**src/rtl/comma_ser.sv**
```systemverilog
// comma_ser: turns 1/2/4-byte values (or a pad-to-4 request) into little-endian
// single-byte writes for the comma stage, advancing HERE once per accepted byte.
module comma_ser #(
    parameter int DSZ = 8,
    parameter int ASZ = 17,
    parameter int WSZ = 32
) (
    input  logic           clk,
    input  logic           rst_n,
    input  logic           set_here,
    input  logic [ASZ-1:0] here_i,
    input  logic           req,
    input  logic [1:0]     sz,
    input  logic [WSZ-1:0] vi,
    output logic           rdy,
    output logic           done,
    output logic [ASZ-1:0] here_o,
    output logic           cm_en,
    output logic [ASZ-1:0] cm_ai,
    output logic [DSZ-1:0] cm_vi,
    input  logic           cm_ack,
    output logic           st
);

    typedef enum logic {IDLE = 1'b0, EMIT = 1'b1} state_t;

    state_t         state;
    logic [ASZ-1:0] here;
    logic [WSZ-1:0] val;
    logic [2:0]     cnt;
    logic [1:0]     pad;
    logic [2:0]     nbytes;
    logic           accept;

    // Bytes needed to reach the next 4-byte boundary: (4 - here[1:0]) mod 4.
    assign pad    = 2'd0 - here[1:0];
    assign rdy    = (state == IDLE) && !set_here;
    assign accept = req && rdy;

    always_comb begin
        nbytes = 3'd1;
        case (sz)
            2'd0:    nbytes = 3'd1;
            2'd1:    nbytes = 3'd2;
            2'd2:    nbytes = 3'd4;
            default: nbytes = {1'b0, pad};
        endcase
    end

    always_ff @(posedge clk or negedge rst_n) begin
        if (!rst_n) begin
            state <= IDLE;
            here  <= '0;
            val   <= '0;
            cnt   <= '0;
            done  <= 1'b0;
        end else begin
            done <= 1'b0;
            case (state)
                IDLE: begin
                    if (set_here) begin
                        here <= here_i;
                    end else if (accept) begin
                        val <= (sz == 2'd3) ? '0 : vi;
                        cnt <= nbytes;
                        // An already-aligned pad request has nothing to emit.
                        if (nbytes == 3'd0) begin
                            done <= 1'b1;
                        end else begin
                            state <= EMIT;
                        end
                    end
                end
                EMIT: begin
                    if (cm_ack) begin
                        here <= here + ASZ'(1);
                        val  <= val >> DSZ;
                        cnt  <= cnt - 3'd1;
                        if (cnt == 3'd1) begin
                            state <= IDLE;
                            done  <= 1'b1;
                        end
                    end
                end
                default: state <= IDLE;
            endcase
        end
    end

    assign here_o = here;
    assign cm_en  = (state == EMIT);
    assign cm_ai  = here;
    assign cm_vi  = val[DSZ-1:0];
    assign st     = state;

endmodule

```
**config.mk**
```make
export PLATFORM = sky130hd
export DESIGN_NAME = comma_ser
export DESIGN_NICKNAME = d
export VERILOG_FILES = /design/src/rtl/comma_ser.sv
export SDC_FILE = /design/constraint.sdc
export NUM_CORES = 1
export LEC_CHECK = 0
export ABC_AREA = 1
export ABC_CLOCK_PERIOD_IN_PS = 3300
export BUFFER_PORTS_ARGS = -buffer_cell sky130_fd_sc_hd__buf_4
export CAP_MARGIN = 0
export CORE_MARGIN = 3
export CORE_UTILIZATION = 40
export CTS_CLUSTER_DIAMETER = 200
export DETAILED_ROUTE_END_ITERATION = 8
export PLACE_DENSITY = 0.74
export SLEW_MARGIN = 20
export SYNTH_ARGS = -nofsm -noshare
export SYNTH_HDL_FRONTEND = slang
export SYNTH_SLANG_ARGS = --single-unit
```
**constraint.sdc**
```tcl
create_clock -name clk -period 3.3 [get_ports clk]
set_input_delay 0.165 -clock clk [delete_from_list [all_inputs] [get_ports clk]]
set_output_delay 0.165 -clock clk [all_outputs]
set_load 0.05 [all_outputs]
```
==> impl_table.tex <==
\begin{tabular}{lr}
\hline
Metric & Value \\
\hline
\multicolumn{2}{l}{\textbf{Run}} \\
\quad Number of max-cap violations & 0 \\
\multicolumn{2}{l}{\textbf{GRT}} \\
\quad GRT Resource Usage Total & 17.37\% \\
\quad Largest net degree at the start of global routing & 61 \\
\quad First-pass GRT wire length & 12210 um \\
\quad Met1 Use GR & 23.24\% \\
\quad Most utilized layer in the global route result & met2 \\
\quad Met3 track demand over resource & roughly 3.1\% \\
\quad Initial antenna violation count & 0 \\
\quad Aggregate global routing overflow & 0 \\
\quad Via count of the first global-routing pass & 2601 \\
\quad Met2 Resource Use GR & 28.71\% \\
\multicolumn{2}{l}{\textbf{Layout}} \\
\quad Area growth from synthesis to final layout & 23.21\% \\
\quad Inserted Diodes & 0 \\
\quad Sequential cell area in the final layout & about 1400 um\^{}2 \\
\quad Area of combinational cells with multiple inputs & 1313 um\^{}2 \\
\quad Ratio of cells with drive above 1 in the final layout & about 26\% \\
\quad Layout Utilization & between 50 and 60\% \\
\quad Layout fillers & just over 700 \\
\quad Net count, final & 533 \\
\multicolumn{2}{l}{\textbf{Placed design}} \\
\quad Post-DP HPWL & 5454 um \\
\quad Gpl congestion & 0.8905 \\
\quad Port bufs & 101 \\
\quad Post-Place Worst Slack & 927.2 ps \\
\multicolumn{2}{l}{\textbf{Critical path}} \\
\quad Crit path capture type & flip-flop \\
\quad Kind of start point of the critical path & flip-flop \\
\quad Critical path buffers and inverters & 1 \\
\quad Critical path data required time & approximately 3600 ps \\
\quad Delay-heaviest family, CP & flip-flops \\
\quad Slowest stage delay, CP & $\sim$1100 ps \\
\quad Most Frequent Cell on Critical Path & nand2\_2 \\
\quad Data arrival at the endpoint of the critical path & 2650 ps \\
\quad Cells along the critical path & nand2\_2 -> nand2\_2 -> buf\_4 -> nor2\_1 -> a21oi\_1 \\
\quad Worst path slowest cell & dfrtp\_2 \\
\quad Top fanout value on the critical path & 60 \\
\quad Path type of the worst setup path & flip-flop to flip-flop \\
\multicolumn{2}{l}{\textbf{Yosys}} \\
\quad Dominant register cell in the synthesized netlist & dfrtp\_1 \\
\quad Most used standard cell by instance count after synthesis & nand2\_1 \\
\quad Post-synth EDFFs & 0 \\
\quad Most area-hungry cell type in the Yosys netlist & dfrtp\_1 \\
\quad Number of flip-flops and latches in the synthesized netlist & 54 \\
\quad Number of synthesis warnings & 0 \\
\quad Cells after synthesis & 408 \\
\quad Mean post-synth cell area & 7.532 um\^{}2 \\
\quad Fraction of synthesis flops using an asynchronous set or reset pin & 100.0\% \\
\quad Synthesized area & 3073 um\^{}2 \\
\quad Most area-consuming cells after synthesis & dfrtp\_1 (44\%), nand2\_1 (11\%), nor2\_1 (7.7\%), buf\_4 (7.1\%), a22oi\_1 (6.4\%) \\
\quad List of most frequent post-synthesis cells & nand2\_1 (93), nor2\_1 (63), dfrtp\_1 (54), a21oi\_1 (36), buf\_4 (29) \\
\quad Net count after synthesis & 467 \\
\quad Cell variety after synth & 23 \\
\quad Post-synth top area share & around 44\% \\
\quad Portion of the post-synthesis area used by sequential elements & about 44\% \\
\multicolumn{2}{l}{\textbf{Timing}} \\
\quad Measured slew at the worst slew-check pin & roughly 1100 ps \\
\quad Setup repair after global routing missed its margin & false \\
\quad Final Hold Violating Endpoints & 0 \\
\quad Number of endpoints failing setup at the final stage & 0 \\
\quad Count of pins over their slew limit & 0 \\
\quad Highest attainable clock frequency & 417.2 MHz \\
\quad Rel. slew slack & 28.43\% \\
\quad Final critical-path setup slack & 903.2 ps \\
\quad Final period utilization & about 73\% \\
\quad Worst slack on hold paths & 82.62 ps \\
\quad Worst clock skew on the final layout & around 8.6 ps \\
\quad Setup TNS Final & 0 ps \\
\quad Shortest clock period the worst path allows after layout & 2397 ps \\
\multicolumn{2}{l}{\textbf{Power}} \\
\quad Peak supply drop & 0.3909 mV \\
\quad Leakage power & approximately 0.0019 uW \\
\quad Power Density & 1181 nW/um\^{}2 \\
\multicolumn{2}{l}{\textbf{Clocking}} \\
\quad CTS HTree Levels & 2 \\
\quad Deepest clock path buffer count & 2 \\
\quad Inserted Clock Buffers & 5 \\
\quad Clock edge transition at the registers on the reported setup and hold paths & 110 ps \\
\quad TritonCTS sink count & 54 \\
\quad Clock tree from TritonCTS & built \\
\quad Buffer cell driving the clock tree root & clkbuf\_8 \\
\quad Worst-Skew Late Latency & 320 ps \\
\quad Post-CTS resize count & 0 \\
\multicolumn{2}{l}{\textbf{Die}} \\
\quad Core box area & 7370 um\^{}2 \\
\quad Die Outline Area & 8770 um\^{}2 \\
\quad Total I/O pin count & between 100 and 150 \\
\quad Standard-cell rows & 31 \\
\quad Starting density of the core & 41.70\% \\
\quad Die Span Y & 93.65 um \\
\quad Horizontal extent of the die & 93.65 um \\
\multicolumn{2}{l}{\textbf{Outcome}} \\
\quad Run status & complete, no violations \\
\multicolumn{2}{l}{\textbf{Detailed routing}} \\
\quad Post-route antenna net violation count & 0 \\
\quad Via-per-instance ratio & $\sim$5 \\
\quad Iteration count of the initial detailed-routing pass & 4 \\
\quad Wire length per cell & 13.47 um \\
\quad Number of DRC markers after the initial detailed-route iteration & 200 \\
\quad DRC Markers & 0 \\
\quad Vias post-DR & 2870 \\
\quad Final WL & 7731 um \\
\multicolumn{2}{l}{\textbf{Hold path}} \\
\quad Class of the most critical hold timing path & primary input to flip-flop \\
\hline
\end{tabular}
[state kept, by name (all words and copies together), names as in the netlist]
name   cells
cnt        3
cm_ai     17
cm_en      1
val       32
done       1
[per-layer routing]
metal  part of all wire (%)  vias up  wire length, um
met5                      0        -                0
met4                    1.2        0               91
met3                    7.0        7              539
met2                     49      100             3793
met1                     43     1326             3307
li1                       -     1437                -
[report_power, final]
part | internal (uW) | switching [uW]
logic | 851 | 1800
clock network | 159 | 248
registers | 994 | 413
[stage by stage]
stage                     total power (uW)  instance area, um^2  instances
final                                 4470                 3786        574
after CTS                             4490                 3786        574
after detailed placement              4077                 3679        565
after global routing                  4781                 3786        574
after global placement                4011                 3679        565
after floorplan                       3548                 3073        408
[cells by family (layout without fill, tap and decap cells)]
family                   after synthesis  in the layout  synth area share, %
AO/OA/AOI/OAI                         91             91                17.35
buffers and inverters                 76            143                13.40
AND/OR/NAND/NOR                      184            184                24.06
adder cells (fa/ha/maj)                3              3                1.222
flip-flops                            54             54                43.97
[tightest hold or removal path: stages]
cell,delay [ps]
buf_4,80
nand3_1,60
nand2_1,60
[repair_timing]
item / 4_1_cts / 5_1_grt
setup buffers: 0 / 0
endpoints found under the hold margin: 54 / 0
hold buffers: 1 / 0
[final cells by class]
cell class / count / share of cell area (%)
multi-input combinational: 278 / 34.67
timing repair buffer: 104 / 20.69
sequential: 54 / 35.72
tap: 99 / 3.272
clock buffer: 5 / 1.818
inverter: 31 / 3.073
clock inverter: 3 / 0.7601
[placed cells by master (no fill, tap or decap)]
cell           netlist  routed
inv_8                0       1
dlygate4sd3_1        0       1
o21ai_0              7       7
clkinv_4             0       1
or2_2                1       1
inv_1               27      27
buf_4               29     103
a22oi_1             26      26
nor2_4               1       1
dfrtp_1             54      53
clkbuf_8             0       5
inv_2                4       4
nor2_1              63      63
a211oi_1             1       1
inv_6                0       1
nor2_2               2       2
o22ai_1              4       4
a21oi_1             36      36
a31oi_1              2       2
o21ai_1             14      14
dfrtp_2              0       1
nand3_1             21      21
nand2_1             93      92
nand2_2              1       2
ha_1                 3       3
nand4_1              2       2
o211ai_1             1       1
[path summary, 6_finish.rpt]
check	startpoint	end	slack [ps]	cells after the start
max	cm_en$_DFF_PN0_	val[26]$_DFFE_PN0P_	900	5
min	req	cm_en$_DFF_PN0_	80	3
max reg2reg	cm_en$_DFF_PN0_	val[26]$_DFFE_PN0P_	900	5
min reg2reg	val[6]$_DFFE_PN0P_	val[6]$_DFFE_PN0P_	540	2
max in group asynchronous	rst_n	cm_en$_DFF_PN0_	2380	2
min in group asynchronous	rst_n	cm_ai[11]$_DFFE_PN0P_	420	2
Power figures use the tool's default switching activity.
